## src/rtl/conv_pkg.sv

```systemverilog
// Shared constants and FSM encoding for the convolution sequencer.
package conv_pkg;
  localparam int IDX_W    = 6;
  localparam int MAX_SIZE = 32;

  typedef enum logic [2:0] {
    IDLE  = 3'd0,
    CLR   = 3'd1,
    RUN   = 3'd2,
    DRAIN = 3'd3,
    WRITE = 3'd4,
    DONE  = 3'd5
  } state_e;
endpackage

```

## src/rtl/idx_cnt.sv

```systemverilog
// Up-counter with synchronous clear/enable and a terminal-count compare.
module idx_cnt #(
  parameter int W = 6
) (
  input  logic         clk,
  input  logic         rst,
  input  logic         clr,
  input  logic         en,
  input  logic [W-1:0] tc_val,
  output logic [W-1:0] cnt_o,
  output logic         tc_o
);
  logic [W-1:0] cnt_q, cnt_d;

  always_comb begin
    cnt_d = cnt_q;
    if (clr)     cnt_d = '0;
    else if (en) cnt_d = cnt_q + W'(1);
  end

  always_ff @(posedge clk) begin
    if (rst) cnt_q <= '0;
    else     cnt_q <= cnt_d;
  end

  assign cnt_o = cnt_q;
  assign tc_o  = (cnt_q == tc_val);
endmodule

```

## src/rtl/conv_seq_ctrl.sv

```systemverilog
// Sequencer for z = x * y: walks i per output z, drives read/write indices and
// accumulator controls; valid terms reach mac_en one cycle late to match read latency.
module conv_seq_ctrl #(
  parameter int IDX_W    = conv_pkg::IDX_W,
  parameter int MAX_SIZE = conv_pkg::MAX_SIZE
) (
  input  logic             clk,
  input  logic             rst,
  input  logic             start,
  input  logic [IDX_W-1:0] size_x,
  input  logic [IDX_W-1:0] size_y,
  output logic [IDX_W-1:0] x_ind_o,
  output logic [IDX_W-1:0] y_ind_o,
  output logic [IDX_W-1:0] z_ind_o,
  output logic             mac_clr,
  output logic             mac_en,
  output logic             z_we,
  output logic             busy,
  output logic             done,
  output logic             err
);
  import conv_pkg::*;

  localparam logic [IDX_W-1:0] MAX_SZ = IDX_W'(MAX_SIZE);

  state_e             state_q, state_d;
  logic [IDX_W-1:0]   sx_q, sx_d, sy_q, sy_d, y_ind_q, y_ind_d;
  logic               mac_en_q, mac_en_d, mac_clr_q, mac_clr_d, z_we_q, z_we_d;
  logic               busy_q, busy_d, done_q, done_d, err_q, err_d;
  logic [IDX_W-1:0]   i_cnt, z_cnt;
  logic               i_tc, z_tc, size_ok, accept, term_vld;
  logic signed [IDX_W:0] diff;

  assign size_ok = (size_x != '0) && (size_x <= MAX_SZ) &&
                   (size_y != '0) && (size_y <= MAX_SZ);
  assign accept  = (state_q == IDLE) && start && size_ok;

  // One extra bit so z-i goes negative instead of wrapping.
  assign diff     = $signed({1'b0, z_cnt}) - $signed({1'b0, i_cnt});
  assign term_vld = (state_q == RUN) && !diff[IDX_W] && (diff[IDX_W-1:0] < sy_q);

  idx_cnt #(.W(IDX_W)) u_i_cnt (
    .clk    (clk),
    .rst    (rst),
    .clr    (state_q != RUN),
    .en     ((state_q == RUN) && !i_tc),
    .tc_val (sx_q - IDX_W'(1)),
    .cnt_o  (i_cnt),
    .tc_o   (i_tc)
  );

  idx_cnt #(.W(IDX_W)) u_z_cnt (
    .clk    (clk),
    .rst    (rst),
    .clr    (accept),
    .en     ((state_q == WRITE) && !z_tc),
    .tc_val (sx_q + sy_q - IDX_W'(2)),
    .cnt_o  (z_cnt),
    .tc_o   (z_tc)
  );

  always_comb begin
    state_d = state_q;
    sx_d    = sx_q;
    sy_d    = sy_q;
    y_ind_d = y_ind_q;
    err_d   = 1'b0;
    case (state_q)
      IDLE: if (start) begin
        if (size_ok) begin
          state_d = CLR;
          sx_d    = size_x;
          sy_d    = size_y;
        end else begin
          err_d   = 1'b1;
        end
      end
      CLR: begin
        state_d = RUN;
        y_ind_d = z_cnt;
      end
      RUN: begin
        y_ind_d = y_ind_q - IDX_W'(1);
        if (i_tc) state_d = DRAIN;
      end
      DRAIN:   state_d = WRITE;
      WRITE:   state_d = z_tc ? DONE : CLR;
      DONE:    state_d = IDLE;
      default: state_d = IDLE;
    endcase
    mac_en_d  = term_vld;
    mac_clr_d = (state_d == CLR);
    z_we_d    = (state_d == WRITE);
    busy_d    = (state_d != IDLE);
    done_d    = (state_d == DONE);
  end

  always_ff @(posedge clk) begin
    if (rst) begin
      state_q   <= IDLE;
      sx_q      <= '0;
      sy_q      <= '0;
      y_ind_q   <= '0;
      mac_en_q  <= 1'b0;
      mac_clr_q <= 1'b0;
      z_we_q    <= 1'b0;
      busy_q    <= 1'b0;
      done_q    <= 1'b0;
      err_q     <= 1'b0;
    end else begin
      state_q   <= state_d;
      sx_q      <= sx_d;
      sy_q      <= sy_d;
      y_ind_q   <= y_ind_d;
      mac_en_q  <= mac_en_d;
      mac_clr_q <= mac_clr_d;
      z_we_q    <= z_we_d;
      busy_q    <= busy_d;
      done_q    <= done_d;
      err_q     <= err_d;
    end
  end

  assign x_ind_o = i_cnt;
  assign y_ind_o = y_ind_q;
  assign z_ind_o = z_cnt;
  assign mac_clr = mac_clr_q;
  assign mac_en  = mac_en_q;
  assign z_we    = z_we_q;
  assign busy    = busy_q;
  assign done    = done_q;
  assign err     = err_q;
endmodule

```

## config.mk

```make
export PLATFORM = sky130hd
export DESIGN_NAME = conv_seq_ctrl
export DESIGN_NICKNAME = d
export VERILOG_FILES = /design/src/rtl/conv_pkg.sv /design/src/rtl/idx_cnt.sv /design/src/rtl/conv_seq_ctrl.sv
export SDC_FILE = /design/constraint.sdc
export NUM_CORES = 1
export LEC_CHECK = 0
export CORE_MARGIN = 2
export CORE_UTILIZATION = 45
export CTS_CLUSTER_DIAMETER = 80
export DETAILED_ROUTE_END_ITERATION = 8
export HOLD_SLACK_MARGIN = 0.1
export PLACE_DENSITY = 0.7
export SYNTH_ARGS = -nofsm -noshare
export SYNTH_HDL_FRONTEND = slang
export SYNTH_HIERARCHICAL = 1
export SYNTH_SLANG_ARGS = --single-unit
```

## constraint.sdc

```tcl
create_clock -name clk -period 3.8 [get_ports clk]
set_input_delay 0.76 -clock clk [delete_from_list [all_inputs] [get_ports clk]]
set_output_delay 0.76 -clock clk [all_outputs]
set_load 0.005 [all_outputs]
```

==> flow_summary_export.csv, run 1 <==
group,metric,value,unit
status,status,"finished, final reports clean",
clock_network,postCtsSetupRepairBufs,0,
min_path,worstHoldEndpoint,"sy_q[2]",
yosys,synth_edf_count,0,
clock_network,cts_num_sinks,39,
clock_network,post_cts_resize_count,0,
yosys,synth.distinct_cells,47,
placed_design,dp_hpwl,4160,um
power_and_ir_drop,p_sw,226,uW
finish,finalInstanceArea,3100,um^2
drt,wl,5420,um
yosys,synth_area_leaders,"dfxtp_1, ha_1, xnor2_1",
setup_path,slowest_delay,0.42,ns
min_path,holdPathStages,1,
setup_path,regToRegEndpoint,"u_z_cnt/cnt_o[5]",
timing,slew_violations,0,
clock_network,cts_buffer_depth,2,
grt,overflow,0,
power_and_ir_drop,p_leak,0.00118,uW
floorplan,core_area,5510,um^2
clock_network,clk_latency,0.29,ns
power_and_ir_drop,p_seq_share,46.9,%
setup_path,path_buf_inv,4,
drt,routedWlPerCell,13.2,um
setup_path,cp_data_required_time,4.03,ns
setup_path,worstPathMaxFanout,6,
setup_path,rrSetupSlack,0.48,ns
drt,viasPerCell,5.36,
floorplan,die_w,79.4,um
grt,grt_usage,18.4,%
setup_path,worst-setup-path-type,"flip-flop to flip-flop",
yosys,yosysTopAreaCellShare,30.5,%
floorplan,rows,27,
timing,fin_hold_ws,0.480,ns
drt,dr.pass1.iters,4,
timing,post-route-min-period,3.32,ns
yosys,synthCells,301,
power_and_ir_drop,p_per_area,293,nW/um^2
floorplan,boundaryPins,39,
timing,tns,0,ns
setup_path,r2r_cells,16,
yosys,syn_avg_cell_area,8.49,um^2
yosys,synth-seq-cells,39,
yosys,post-synth-top-count-cell,"dfxtp_1",
timing,finalCritPeriodShare,87.5,%
placed_design,place_area,2980,um^2
clock_network,cts_root_buf,"clkbuf_8",
power_and_ir_drop,switching_share,24.9,%
grt,grt_start_max_net_pins,29,
yosys,async_flop_share,0,%
yosys,syn_nets,342,
setup_path,cp_top_family,"simple AND/OR/NAND/NOR gates",
power_and_ir_drop,comb_power_share,14.9,%
finish,nets,377,
timing,worstMarginPinSlew,0.995,ns
yosys,synth_area,2560,um^2
flow_run,drv_cap,0,
drt,ant_nets,0,
placed_design,port_buffers,38,
placed_design,place.gp.congestion,0.804,
setup_path,cp-end-kind,"flip-flop",
finish,synthToLayoutAreaGrowth,21.1,%
yosys,synth_seq_area_share,30.5,%
grt,grt_pass1_wl,9120,um
timing,slew_headroom,33.6,%
floorplan,start_util,46.4,%
yosys,synth_largest_area_cell,"dfxtp_1",
setup_path,critPathSlowestCell,"nor2_1",
setup_path,crit_chain,"inv_1 -> ha_1 -> inv_1 -> ha_1 -> inv_1 -> fa_1 -> inv_1 -> a21o_1 -> a21oi_1 -> xnor2_1 -> xor2_1 -> nor3_1 -> nor2_1 -> nand4_2 -> or3_1 -> a21oi_1",
setup_path,cp-start-kind,"flip-flop",
clock_network,ctsHoldBuffers,0,
timing,finClkSkew,0.00312,ns
clock_network,cts_tree,"yes",
setup_path,arrival,3.55,ns
yosys,synth_ff_type,"dfxtp_1",
timing,finalSetupViolations,0,
timing,post-route-worst-setup-slack,0.475,ns
placed_design,place_ws,0.485,ns
finish,drive_gt1_share,6.82,%
yosys,synth_common_cells,"dfxtp_1, inv_1, nor2_1",
min_path,hp-start,"sy_q[2]",
clock_network,numCtsBuffers,5,
power_and_ir_drop,p_clk_share,38.2,%
floorplan,die_h,79.4,um
min_path,hp-class,"flip-flop to flip-flop",
clock_network,path_clk_slew,0.08,ns
timing,fmaxAchievable,301,MHz
setup_path,crit_top_cell,"inv_1",
clock_network,cts_max_level,2,
grt,antenna_found_initial,0,
drt,via_count,2194,
setup_path,r2r_start,"sx_q[1]",
power_and_ir_drop,p_int,680,uW
yosys,synth-warning-count,6,
timing,rsz0062_at_grt,"no",
finish,fillers,512,
finish,n_antenna_cell,0,
timing,hold_viol,0,
floorplan,dieArea,6300,um^2
power_and_ir_drop,ir_drop,184,uV
drt,route.detailed.drc,0,
grt,grt_pass1_vias,2029,
drt,initialDrtViolationCount,119,
==> worst max path at each step <==
| stage | endpoint | from | slack (ns) | cells after the start |
|---|---|---|---|---|
| 2_1_floorplan | u_z_cnt/cnt_o[5] | sx_q[1] | 0.84 | 16 |
| 3_3_place_gp | u_z_cnt/cnt_o[3] | size_x[4] | 0.53 | 7 |
| 3_5_place_dp | u_z_cnt/cnt_o[5] | sx_q[1] | 0.49 | 16 |
| 4_1_cts | u_z_cnt/cnt_o[5] | sx_q[1] | 0.47 | 16 |
| 5_1_grt | u_z_cnt/cnt_o[5] | sx_q[1] | 0.29 | 16 |
| 6_report | u_z_cnt/cnt_o[5] | sx_q[1] | 0.48 | 16 |
==> power groups by stage <==
stage / clock network (uW) / logic (uW) / registers (uW)
final: 346 / 135 / 425
after global routing: 369 / 151 / 426
after CTS: 354 / 136 / 425
after detailed placement: 0 / 135 / 434
after global placement: 0 / 133 / 434
after floorplan: 0 / 94.3 / 433
==> metrics by stage <==
step | utilization [%] | power (uW) | std cells
after floorplan | - | 528 | 301
after global placement | 54.2 | 567 | 401
after detailed placement | 54.2 | 569 | 401
after CTS | 56.2 | 915 | 409
after global routing | 56.2 | 946 | 409
final | 56.2 | 906 | 409
==> state kept, by name, indices dropped and copies added (netlist names) <==
signal,flops
mac_clr,1
state_q,3
mac_en,1
sy_q,6
done,1
u_z_cnt/cnt_o,6
u_i_cnt/cnt_o,6
z_we,1
sx_q,6
y_ind_o,6
busy,1
err,1
==> per-layer routing <==
layer | vias to the layer above | GRT usage [%] | share of wire [%]
li1 | 1124 | - | -
met1 | 1017 | 24.3 | 49
met2 | 49 | 29.7 | 47
met3 | 4 | 4.19 | 3.8
met4 | 0 | 6.03 | 0.66
met5 | - | 0 | 0
==> worst reg2reg max path: stages, from the launching register on <==
cell and delay (ns):
dfxtp_1 0.37, inv_1 0.08, ha_1 0.29, inv_1 0.06, ha_1 0.16, inv_1 0.06
fa_1 0.39, inv_1 0.07, a21o_1 0.10, a21oi_1 0.07, xnor2_1 0.20, xor2_1 0.17
nor3_1 0.10, nor2_1 0.42, nand4_2 0.20, or3_1 0.39, a21oi_1 0.15
==> cell type report <==
| class | count | area, um^2 | area share (%) |
|---|---|---|---|
| repair buffers | 39 | 388 | 12.5 |
| inverters | 36 | 135 | 4.37 |
| clock buffers | 5 | 68.8 | 2.22 |
| flip-flops and latches | 39 | 781 | 25.2 |
| well taps | 72 | 90.1 | 2.91 |
| multi-input cells | 215 | 1590 | 51.3 |
| clock inverters | 3 | 43.8 | 1.41 |
==> logic make-up (layout without fill, tap and decap cells) <==
group,Yosys count,after routing,share of synthesized area [%]
buffers and inverters,47,83,7.29
AND/OR/NAND/NOR,97,97,19.9
adder cells (fa/ha/maj),26,26,13.3
flip-flops,39,39,30.5
AO/OA/AOI/OAI,54,54,15.6
multiplexers,5,5,2.06
XOR/XNOR,33,33,11.3
==> cell usage in the layout, fill, tap and decap left out, types with 9 or more instances in the layout <==
cell type / instances
ha_1: 24
inv_1: 34
nor4_1: 12
a21oi_1: 11
nor3_1: 10
a31o_1: 9
xnor2_1: 20
xor2_1: 13
nor2_1: 26
nand2_1: 21
clkdlybuf4s50_1: 38
dfxtp_1: 39
No activity file was read; power rests on OpenSTA's default activity.
==> run 2, diff against run 1 <==
--- a/config.mk
+++ b/config.mk
@@ -5,6 +5,7 @@
 export SDC_FILE = /design/constraint.sdc
 export NUM_CORES = 1
 export LEC_CHECK = 0
+export CORE_ASPECT_RATIO = 0.8
 export CORE_MARGIN = 2
 export CORE_UTILIZATION = 45
 export CTS_CLUSTER_DIAMETER = 80
==> run 2 against run 1 <==
Cell count is 1.7% higher. Sequential power is essentially flat. Final area increased by 0.65%. Highest routed layer unchanged. Critical path type unchanged. Via count fell by 1.4%.
==> flow_summary_export.csv, run 2 (synthesis gave the netlist of run 1 again) <==
group,metric,value,unit
floorplan,boundaryPins,39,
grt,grt_pass1_vias,2137,
clock_network,cts_max_level,2,
floorplan,rows,24,
setup_path,cp-start-kind,"flip-flop",
grt,grt_start_max_net_pins,29,
timing,slew_headroom,29.6,%
grt,antenna_found_initial,0,
timing,finalCritPeriodShare,81.2,%
setup_path,worst-setup-path-type,"flip-flop to flip-flop",
placed_design,port_buffers,38,
clock_network,cts_buffer_depth,2,
drt,dr.pass1.iters,4,
power_and_ir_drop,p_per_area,295,nW/um^2
clock_network,clk_latency,0.29,ns
setup_path,cp-end-kind,"flip-flop",
power_and_ir_drop,p_leak,0.00119,uW
drt,initialDrtViolationCount,85,
floorplan,core_area,5470,um^2
clock_network,path_clk_slew,0.08,ns
timing,fmaxAchievable,324,MHz
floorplan,dieArea,6300,um^2
clock_network,post_cts_resize_count,0,
drt,viasPerCell,5.20,
floorplan,start_util,46.8,%
finish,n_antenna_cell,0,
drt,route.detailed.drc,0,
timing,hold_viol,0,
grt,overflow,0,
timing,rsz0062_at_grt,"no",
drt,routedWlPerCell,13.6,um
status,status,"finished, final reports clean",
drt,via_count,2163,
setup_path,worstPathMaxFanout,6,
timing,tns,0,ns
finish,final_cell_mix,"dfxtp_1, clkdlybuf4s50_1, inv_1, nor2_1, ha_1",
placed_design,dp_hpwl,4340,um
clock_network,postCtsSetupRepairBufs,0,
floorplan,die_h,71.4,um
min_path,hp-class,"flip-flop to flip-flop",
finish,drive_gt1_share,7.10,%
drt,wl,5640,um
clock_network,numCtsBuffers,5,
placed_design,place.gp.congestion,0.920,
timing,worstMarginPinSlew,1.05,ns
power_and_ir_drop,ir_drop,221,uV
clock_network,cts_num_sinks,39,
drt,ant_nets,0,
flow_run,drv_cap,0,
finish,layout_commonest_cell,"dfxtp_1",
timing,post-route-min-period,3.09,ns
setup_path,arrival,3.31,ns
timing,finalSetupViolations,0,
floorplan,die_w,88.3,um
finish,nets,378,
clock_network,cts_tree,"yes",
grt,grt_pass1_wl,9960,um
finish,synthToLayoutAreaGrowth,21.9,%
finish,utilization,57.0,%
setup_path,cp_data_required_time,4.02,ns
clock_network,ctsHoldBuffers,0,
clock_network,cts_root_buf,"clkbuf_8",
timing,finClkSkew,0.00420,ns
timing,slew_violations,0,
grt,grt_usage,19.8,%
## run 2: path summary, 6_finish.rpt
kind / startpoint / end / slack [ns] / depth (start not counted)
max reg2reg: sx_q[1] / u_z_cnt/cnt_o[5] / 0.71 / 17
max: sx_q[1] / u_z_cnt/cnt_o[5] / 0.71 / 17
min: sy_q[2] / sy_q[2] / 0.49 / 1
min reg2reg: sy_q[2] / sy_q[2] / 0.49 / 1
## run 2: area by class of cell
cell class / instances / area (um^2)
Sequential cell: 39 / 781
Inverter: 36 / 135
Tap cell: 78 / 97.6
Clock inverter: 2 / 35.0
Multi-Input combinational cell: 215 / 1590
Fill cell: 508 / 2350
Timing Repair Buffer: 40 / 395
Clock buffer: 6 / 82.6
## run 2: critical path, stage by stage (launching register included)
cell	delay, ns
dfxtp_1	0.36
inv_1	0.08
ha_1	0.29
inv_1	0.06
ha_1	0.15
inv_1	0.05
fa_1	0.39
inv_1	0.07
a21o_1	0.11
a21oi_1	0.08
xnor2_1	0.19
xor2_1	0.17
nor3_1	0.10
nor2_1	0.11
buf_4	0.16
nand4_2	0.12
or3_1	0.38
a21oi_1	0.14
## run 2: metrics by stage
stage | hold slack [ns] | setup slack, ns | cells | power, uW | instance area (um^2)
4_1_cts | 0.496 | 0.729 | 416 | 931 | 3120
6_report | 0.488 | 0.714 | 416 | 920 | 3120
3_3_place_gp | 0.463 | 0.515 | 408 | 568 | 3000
3_5_place_dp | 0.476 | 0.476 | 408 | 571 | 3000
5_1_grt | 0.508 | 0.478 | 416 | 965 | 3120
2_1_floorplan | 0.450 | 0.845 | 301 | 528 | 2560
## run 2: where the power goes
part           internal [uW]  total, uW  switching, uW
logic                   68.0        138           70.4
registers                417        425           7.78
clock network            212        357            144
## run 2: layer usage
metal / part of all wire [%] / wire, um / GRT usage, %
met5: 0 / 0 / 0
met2: 44 / 2460 / 29.3
met3: 3.7 / 210 / 3.23
met1: 52 / 2930 / 29.7
met4: 0.78 / 44 / 5.39
==> run 3, diff against run 2 <==
==> constraint.sdc (replaced) <==
create_clock -name clk -period 3 [get_ports clk]
set_input_delay 0.6 -clock clk [delete_from_list [all_inputs] [get_ports clk]]
set_output_delay 0.6 -clock clk [all_outputs]
set_load 0.005 [all_outputs]
==> run 3 against run 2 <==
Count of clock-buffer cells in the layout unchanged. Global-route usage up 0.46 points. Worst hold slack worse by 0.0074 ns. Clock skew about the same. Sequential share of layout area down 0.81 points. Critical path type unchanged. Clock power up 27%.
==> flow_summary_export.csv, run 3 (synthesis gave the netlist of run 1 again) <==
group,metric,value,unit
status,status,"finished, final reports clean",
clock_network,numCtsBuffers,5,
timing,tns,0,ns
setup_path,worstPathMaxFanout,3,
finish,final_cell_mix,"dfxtp_1, clkdlybuf4s50_1, inv_1, nor2_1, ha_1",
power_and_ir_drop,p_sw,282,uW
clock_network,cts_tree,"yes",
drt,dr.pass1.iters,4,
flow_run,drv_cap,0,
setup_path,cp-start-kind,"flip-flop",
finish,synthToLayoutAreaGrowth,26.1,%
placed_design,placed_cells,421,
floorplan,rows,24,
power_and_ir_drop,comb_power_share,15.5,%
power_and_ir_drop,p_per_area,363,nW/um^2
power_and_ir_drop,p_seq_share,45.9,%
clock_network,clk_latency,0.29,ns
grt,grt_usage,20.2,%
finish,stdcell_count,430,
clock_network,cts_root_buf,"clkbuf_8",
timing,fmaxAchievable,358,MHz
grt,grt_pass1_vias,2187,
timing,finClkSkew,0.00467,ns
setup_path,path_buf_inv,4,
timing,rsz0062_at_grt,"no",
timing,post-route-min-period,2.79,ns
floorplan,die_w,88.3,um
drt,ant_nets,0,
drt,viasPerCell,5.10,
timing,slew_violations,0,
drt,initialDrtViolationCount,128,
drt,wl,5790,um
floorplan,die_h,71.4,um
setup_path,crit_top_cell,"inv_1",
finish,nets,392,
clock_network,cts_buffer_depth,2,
clock_network,cts_max_level,2,
timing,finalSetupViolations,0,
timing,slew_headroom,68.2,%
setup_path,crit_chain,"inv_1 -> ha_1 -> inv_1 -> ha_1 -> inv_1 -> fa_2 -> inv_1 -> a21o_1 -> a21oi_1 -> xnor2_1 -> xor2_1 -> nor3_1 -> nor2_1 -> nand4_2 -> or3_1 -> a21oi_1",
drt,route.detailed.drc,0,
finish,n_antenna_cell,0,
setup_path,cp-startpoint,"sx_q[1]",
floorplan,core_area,5470,um^2
setup_path,cp_top_family,"simple AND/OR/NAND/NOR gates",
finish,drive_gt1_share,11.4,%
placed_design,port_buffers,38,
floorplan,boundaryPins,39,
clock_network,path_clk_slew,0.08,ns
grt,grt_pass1_wl,10100,um
setup_path,cp_data_required_time,3.22,ns
setup_path,cp-end-kind,"flip-flop",
setup_path,worst-setup-path-type,"flip-flop to flip-flop",
floorplan,start_util,46.8,%
setup_path,r2r_start,"sx_q[1]",
power_and_ir_drop,ir_drop,242,uV
min_path,hp-start,"sy_q[4]",
timing,worstMarginPinSlew,0.475,ns
power_and_ir_drop,p_clk_share,38.6,%
setup_path,arrival,3.02,ns
setup_path,critPathSlowestCell,"or3_1",
power_and_ir_drop,switching_share,24.1,%
timing,finalCritPeriodShare,93.1,%
placed_design,dp_hpwl,4490,um
grt,overflow,0,
finish,fillers,504,
grt,grt_start_max_net_pins,29,
floorplan,dieArea,6300,um^2
clock_network,cts_num_sinks,39,
setup_path,slowest_delay,0.36,ns
placed_design,place.gp.congestion,0.871,
power_and_ir_drop,p_leak,0.00125,uW
drt,via_count,2192,
finish,multi_input_area,1590,um^2
drt,routedWlPerCell,13.5,um
timing,hold_viol,0,
finish,seq_area,782,um^2
power_and_ir_drop,p_int,890,uW
min_path,hp-class,"flip-flop to flip-flop",
grt,antenna_found_initial,0,
run 3: stage by stage:
| step | worst slack [ns] | utilization [%] | total power (uW) | area [um^2] | hold slack, ns |
|---|---|---|---|---|---|
| 4_1_cts | 0.0465 | 58.8 | 1190 | 3210 | 0.484 |
| 6_report | 0.207 | 59.0 | 1170 | 3220 | 0.481 |
| 2_1_floorplan | 0.0446 | - | 668 | 2560 | 0.450 |
| 3_5_place_dp | 0.0830 | 56.6 | 731 | 3100 | 0.466 |
| 5_1_grt | 0.00436 | 59.0 | 1240 | 3220 | 0.515 |
| 3_3_place_gp | 0.189 | 56.6 | 727 | 3100 | 0.460 |
run 3: worst paths after layout:
path	endpoint	slack [ns]	cells past startpoint
max	u_z_cnt/cnt_o[5]	0.21	16
min	sy_q[4]	0.48	1
max reg2reg	u_z_cnt/cnt_o[5]	0.21	16
min reg2reg	sy_q[4]	0.48	1
run 3: worst reg2reg max path, delay by kind of cell, from the launching register on:
kind                       cells  cell delay [ns]
buffers and inverters          4             0.21
DFF                            1             0.34
AOI/OAI and AO/OA              3             0.46
xor gates and xnor gates       2             0.31
and+or+nand+nor                4             0.73
adders and majority gates      3             0.67
run 3: final cells by class:
type | instances | share of cell area, %
repair buffers | 54 | 15.5
flip-flops and latches | 39 | 24.3
well taps | 78 | 3.03
inverters | 36 | 4.19
multi-input cells | 215 | 49.4
clock inverters | 2 | 1.09
clock buffers | 6 | 2.56
run 3: routing by layer:
metal / track usage (%) / vias to the layer above / share of wire [%]
met5: 0 / - / 0
met2: 31.3 / 40 / 43
met3: 4.15 / 4 / 3.8
met4: 3.54 / 0 / 0.43
met1: 29.6 / 996 / 52
li1: - / 1152 / -
run 3: what timing repair did:
item	4_1_cts	5_1_grt
setup endpoints to repair	0	6
hold buffers	0	0
hold endpoints to repair	0	0
buffers inserted	0	1
gates resized for setup	0	2
run 3: power groups by stage:
stage | sequential [uW] | combinational (uW) | clock [uW]
after floorplan | 549 | 119 | 0
after global placement | 550 | 177 | 0
after detailed placement | 550 | 181 | 0
after CTS | 538 | 182 | 468
after global routing | 540 | 203 | 493
final | 538 | 181 | 452
